===== config.mk =====
export PLATFORM = sky130hd
export DESIGN_NAME = spi_master_flat
export DESIGN_NICKNAME = d
export VERILOG_FILES = /design/src/rtl/spi_pkg.sv /design/src/rtl/spi_master_if.sv /design/src/rtl/spi_sck_gen.sv /design/src/rtl/spi_master.sv /design/src/flat_wrapper.sv
export SDC_FILE = /design/constraint.sdc
export NUM_CORES = 1
export LEC_CHECK = 0
export CAP_MARGIN = 20
export CORE_MARGIN = 2
export CORE_UTILIZATION = 53
export CTS_CLUSTER_DIAMETER = 80
export CTS_CLUSTER_SIZE = 16
export DETAILED_ROUTE_END_ITERATION = 8
export PLACE_DENSITY = 0.79
export SLEW_MARGIN = 20
export SYNTH_ARGS = -nofsm -noshare
export SYNTH_HDL_FRONTEND = slang
export SYNTH_SLANG_ARGS = --single-unit

===== constraint.sdc =====
create_clock -name clk -period 2.6 [get_ports clk]
set_clock_uncertainty 0.05 [all_clocks]
set_input_delay 0.52 -clock clk [delete_from_list [all_inputs] [get_ports clk]]
set_output_delay 0.52 -clock clk [all_outputs]
set_load 0.05 [all_outputs]

===== src/rtl/spi_pkg.sv =====
// Shared constants and state encoding for the mode-0 SPI master.
package spi_pkg;
    localparam int FRAME_BITS  = 32;
    localparam int CLK_DIV_DEF = 4;

    typedef enum logic [1:0] {IDLE, LOW, HIGH, DONE} spi_state_t;
endpackage


===== src/rtl/spi_master_if.sv =====
// Request/response side of the SPI master: frame start, tx word, rx word and status.
import spi_pkg::*;

interface spi_master_if;
    logic                  start;
    logic [FRAME_BITS-1:0] d;
    logic [FRAME_BITS-1:0] q;
    logic                  busy;
    logic                  done;

    modport master (output start, d, input q, busy, done);
    modport slave  (input start, d, output q, busy, done);
endinterface


===== src/rtl/spi_sck_gen.sv =====
// Half-period counter; emits a one-cycle strobe after CLK_DIV enabled cycles in each sck phase.
import spi_pkg::*;

module spi_sck_gen #(
    parameter int CLK_DIV = CLK_DIV_DEF
) (
    input  logic clk,
    input  logic reset,
    input  logic en,
    input  logic sck_hi,
    output logic rise_tick,
    output logic fall_tick
);
    logic [7:0] cnt;
    logic       tick;

    assign tick      = en && (cnt == 8'(CLK_DIV - 1));
    assign rise_tick = tick && !sck_hi;
    assign fall_tick = tick && sck_hi;

    // Reload on every strobe so each phase is exactly CLK_DIV cycles; held at 0 outside LOW/HIGH.
    always_ff @(posedge clk) begin
        if (reset || !en || tick) cnt <= 8'd0;
        else                      cnt <= cnt + 8'd1;
    end
endmodule


===== src/rtl/spi_master.sv =====
// Mode-0 SPI master, one 32-bit full-duplex frame per start.
// Define SPI_CS_EN to add the active-low cs_n output.
import spi_pkg::*;

module spi_master #(
    parameter int CLK_DIV = CLK_DIV_DEF
) (
    input  logic             clk,
    input  logic             reset,
    spi_master_if.slave      bus,
    output logic             sck,
    output logic             sdo,
    input  logic             sdi
`ifdef SPI_CS_EN
    ,
    output logic             cs_n
`endif
);
    spi_state_t            state;
    logic [FRAME_BITS-1:0] tx;
    logic [FRAME_BITS-1:0] rx;
    logic [4:0]            bitcnt;
    logic                  rise_tick;
    logic                  fall_tick;
    logic                  cs_r;

    spi_sck_gen #(.CLK_DIV(CLK_DIV)) u_sck_gen (
        .clk       (clk),
        .reset     (reset),
        .en        (state == LOW || state == HIGH),
        .sck_hi    (state == HIGH),
        .rise_tick (rise_tick),
        .fall_tick (fall_tick)
    );

`ifdef SPI_CS_EN
    assign cs_n = cs_r;
`endif

    always_ff @(posedge clk) begin
        if (reset) begin
            state    <= IDLE;
            tx       <= '0;
            rx       <= '0;
            bitcnt   <= 5'd0;
            sck      <= 1'b0;
            sdo      <= 1'b0;
            cs_r     <= 1'b1;
            bus.busy <= 1'b0;
            bus.done <= 1'b0;
            bus.q    <= '0;
        end else begin
            bus.done <= 1'b0;
            case (state)
                IDLE: if (bus.start) begin
                    tx       <= bus.d;
                    sdo      <= bus.d[FRAME_BITS-1];
                    bitcnt   <= 5'd0;
                    bus.busy <= 1'b1;
                    cs_r     <= 1'b0;
                    state    <= LOW;
                end
                LOW: if (rise_tick) begin
                    sck   <= 1'b1;
                    rx    <= {rx[FRAME_BITS-2:0], sdi};
                    state <= HIGH;
                end
                HIGH: if (fall_tick) begin
                    sck    <= 1'b0;
                    tx     <= tx << 1;
                    // Next MSB is tx[30] before the shift; zeros fill in after the last bit.
                    sdo    <= tx[FRAME_BITS-2];
                    bitcnt <= bitcnt + 5'd1;
                    if (bitcnt == 5'(FRAME_BITS - 1)) begin
                        bus.q    <= rx;
                        bus.done <= 1'b1;
                        state    <= DONE;
                    end else begin
                        state <= LOW;
                    end
                end
                DONE: begin
                    bus.busy <= 1'b0;
                    cs_r     <= 1'b1;
                    state    <= IDLE;
                end
                default: state <= IDLE;
            endcase
        end
    end
endmodule


===== src/flat_wrapper.sv =====
// flat-port wrapper written by rule: the top's interface ports become plain ports
module spi_master_flat 
#(
    parameter int CLK_DIV = CLK_DIV_DEF
)
  (clk, reset, sck, sdo, sdi, bus_start, bus_d, bus_q, bus_busy, bus_done);
  spi_master_if bus_i ();
  input  logic clk;
  input  logic reset;
  output logic sck;
  output logic sdo;
  input  logic sdi;
  input wire logic [$bits(bus_i.start)-1:0] bus_start;
  input wire logic [$bits(bus_i.d)-1:0] bus_d;
  output wire logic [$bits(bus_i.q)-1:0] bus_q;
  output wire logic [$bits(bus_i.busy)-1:0] bus_busy;
  output wire logic [$bits(bus_i.done)-1:0] bus_done;
  assign bus_i.start = bus_start;
  assign bus_i.d = bus_d;
  assign bus_q = bus_i.q;
  assign bus_busy = bus_i.busy;
  assign bus_done = bus_i.done;
  spi_master #(.CLK_DIV(CLK_DIV)) u_core (.clk(clk), .reset(reset), .bus(bus_i), .sck(sck), .sdo(sdo), .sdi(sdi));
endmodule

==> impl_metrics.csv <==
group,metric,value,unit
run_status,status,"finished clean",
clock_network,cts_setup_buffers,0,
cells_and_area,stdcell_count,720,
hold_path,worstHoldPathType,"reg2reg",
drt,highest_layer,"met4",
synthesis,syn-num-nets,584,
die,dieArea,9440,um^2
flow_run,drv_cap,0,
critical_path,end_kind,"primary output",
drt,drt_iter0_drc,222,
placement,gp_congestion,0.832,
sta,slew_violations,0,
sta,tns,0,ns
critical_path,path_delay_family,"buffers and inverters",
sta,fin_crit,2.28,ns
drt,ant_nets,0,
placement,hpwl,6410,um
critical_path,slowest_delay,0.82,ns
placement,placedCellCount,690,
cells_and_area,ff_latch_area,2280,um^2
global_routing,overflow,0,
drt,via_per_inst,5.57,
critical_path,startpoint_type,"flip-flop",
synthesis,yosys_warnings,0,
clock_network,ctsResizeCount,0,
global_routing,grt_pass1_vias,3922,
clock_network,clk_latency,0.51,ns
drt,route.met3.wl,358,um
critical_path,crit_slowest_cell,"clkdlybuf4s50_1",
synthesis,ys_types,37,
drt,totalWireLength,10200,um
synthesis,yosysSeqAreaShare,49.6,%
clock_network,cts_max_level,4,
clock_network,cts.path.max_buffers,2,
die,die_h,97.2,um
power_and_ir_drop,vdd_drop_max,0.596,mV
sta,rsz0062_at_grt,"false",
drt,num_vias,4009,
global_routing,grt_start_max_net_pins,53,
synthesis,ys_async_sr_fraction,0,%
sta,max_freq,0.439,GHz
synthesis,yosys.cell_count.top_type,"nand2_1",
die,placementRows,33,
global_routing,grt_pass1_wl,17700,um
power_and_ir_drop,static-leakage-power,2.03,nW
die,io_pins,72,
synthesis,synth_area_per_cell,8.50,um^2
cells_and_area,n_antenna_cell,0,
placement,port_buffers,71,
cells_and_area,multi_input_area,2130,um^2
synthesis,syn-cell-area,4600,um^2
critical_path,worstPathArrival,1.71,ns
sta,maxSlewHeadroom,47.0,%
drt,routedWlPerCell,14.2,um
cells_and_area,area_growth,30.4,%
synthesis,synthFlopType,"dfxtp_1",
drt,wl_met1,4480,um
sta,setup_viol,0,
synthesis,ys_ff_latch,114,
synthesis,synthTopCellsByCount,"nand2_1 (136), dfxtp_1 (114), a21oi_1 (105)",
cells_and_area,nNetsFinal,647,
cells_and_area,drive_above_1_share,8.29,%
die,dieWidth,97.2,um
critical_path,cp_num_buf_inv,1,
sta,finalCritPeriodShare,87.5,%
sta,worstMarginPinSlew,0.787,ns
synthesis,yosysTopAreaCell,"dfxtp_1",
clock_network,tritoncts,"done",
critical_path,crit_path_max_fanout,2,
power_and_ir_drop,p_per_area,977,nW/um^2
critical_path,path_cells,"clkdlybuf4s50_1",
drt,dr.pass1.iters,5,
clock_network,clk_pin_slew,0.05,ns
die,start_util,55.4,%
clock_network,hold_buffers,0,
critical_path,worst_ep_required_time,2.03,ns
synthesis,synth_top_area_share,49.6,%
sta,hold_viol,0,
global_routing,antenna_found_initial,0,
clock_network,cts_sinks,114,
synthesis,postSynthCellCount,541,
synthesis,synth_edf_count,0,
clock_network,cts_root_buf,"clkbuf_8",
drt,drc_errors,0,
die,core_area,8300,um^2
global_routing,grt_usage,22.6,%
synthesis,synth.area.top_cells,"dfxtp_1 (50%), a21oi_1 (11%), nand2_1 (11%)",
drt,wl_met2,5220,um
cells_and_area,fillers,618,
clock_network,cts_buffers,17,
critical_path,critPathKind,"reg2out",
[per-stage QoR]
| stage | instance area (um^2) | setup slack (ns) | total power [W] | utilization (%) | hold WS [ns] |
|---|---|---|---|---|---|
| final | 6000 | 0.324 | 0.00586 | 72.3 | 0.401 |
| after global routing | 6000 | 0.138 | 0.00615 | 72.3 | 0.423 |
| after CTS | 6000 | 0.290 | 0.00588 | 72.3 | 0.385 |
| after detailed placement | 5380 | 0.361 | 0.00348 | 64.9 | 0.397 |
| after global placement | 5380 | 0.426 | 0.00343 | 64.9 | 0.392 |
| after floorplan | 4600 | 0.559 | 0.00311 | - | 0.382 |
[sequential cells by signal (all words and copies together), names as in the netlist]
register	flops
u_core.bitcnt	5
u_core.state	2
u_core.rx	32
u_core.sck	1
u_core.bus.q	32
u_core.sdo	1
u_core.bus.done	1
u_core.u_sck_gen.cnt	8
u_core.tx	31
u_core.bus.busy	1
[path summary, 6_finish.rpt]
| path | start | endpoint | slack, ns | cells past startpoint |
|---|---|---|---|---|
| hold reg to reg | u_core.bus.q[12] | u_core.bus.q[12] | 0.40 | 2 |
| setup reg to reg | u_core.state[0] | u_core.rx[12] | 0.35 | 7 |
| setup / recovery | u_core.bus.busy | bus_busy | 0.32 | 1 |
| hold / removal | u_core.bus.q[12] | u_core.bus.q[12] | 0.40 | 2 |
[final cells by class]
type | count | area share [%]
Inverter | 4 | 0.250
Sequential cell | 114 | 38.1
Clock buffer | 21 | 7.66
Timing Repair Buffer | 85 | 13.8
Multi-Input combinational cell | 382 | 35.5
Tap cell | 105 | 2.19
Clock inverter | 9 | 2.59
[per-layer routing]
metal / vias to the layer above / track usage [%]
li1: 2004 / -
met1: 1912 / 26.9
met2: 82 / 39.6
met3: 11 / 6.04
met4: 0 / 6.93
met5: - / 0
[layout by cell type, fill, tap and decap left out, drive strengths merged, types with 7 or more instances in the layout]
master | netlist | final
nand2 | 136 | 136
dfxtp | 114 | 114
a21oi | 105 | 105
clkdlybuf4s50 | 0 | 70
mux2i | 31 | 31
a211oi | 31 | 31
clkbuf | 21 | 21
nor2 | 18 | 18
buf | 20 | 15
nand3 | 9 | 9
o21ai | 9 | 9
ha | 7 | 7
[logic make-up (layout without fill, tap and decap cells)]
logic type	after synthesis	in the layout	share of synthesized area (%)
simple gates	185	185	17.2
compound gates	153	153	18.7
flops	114	114	49.6
buf+inv	45	119	4.68
mux	31	31	6.75
fa+ha+maj	7	7	1.90
xor+xnor	6	6	1.14
[power by group]
| part | leakage (nW) | internal (W) | switching, W |
|---|---|---|---|
| Clock | 0.300 | 0.00162 | 0.000775 |
| Combinational | 0.806 | 0.000532 | 0.000750 |
| Sequential | 0.927 | 0.00203 | 0.000156 |
| Total | 2.03 | 0.00418 | 0.00168 |
(Power assumes the default switching activity.)
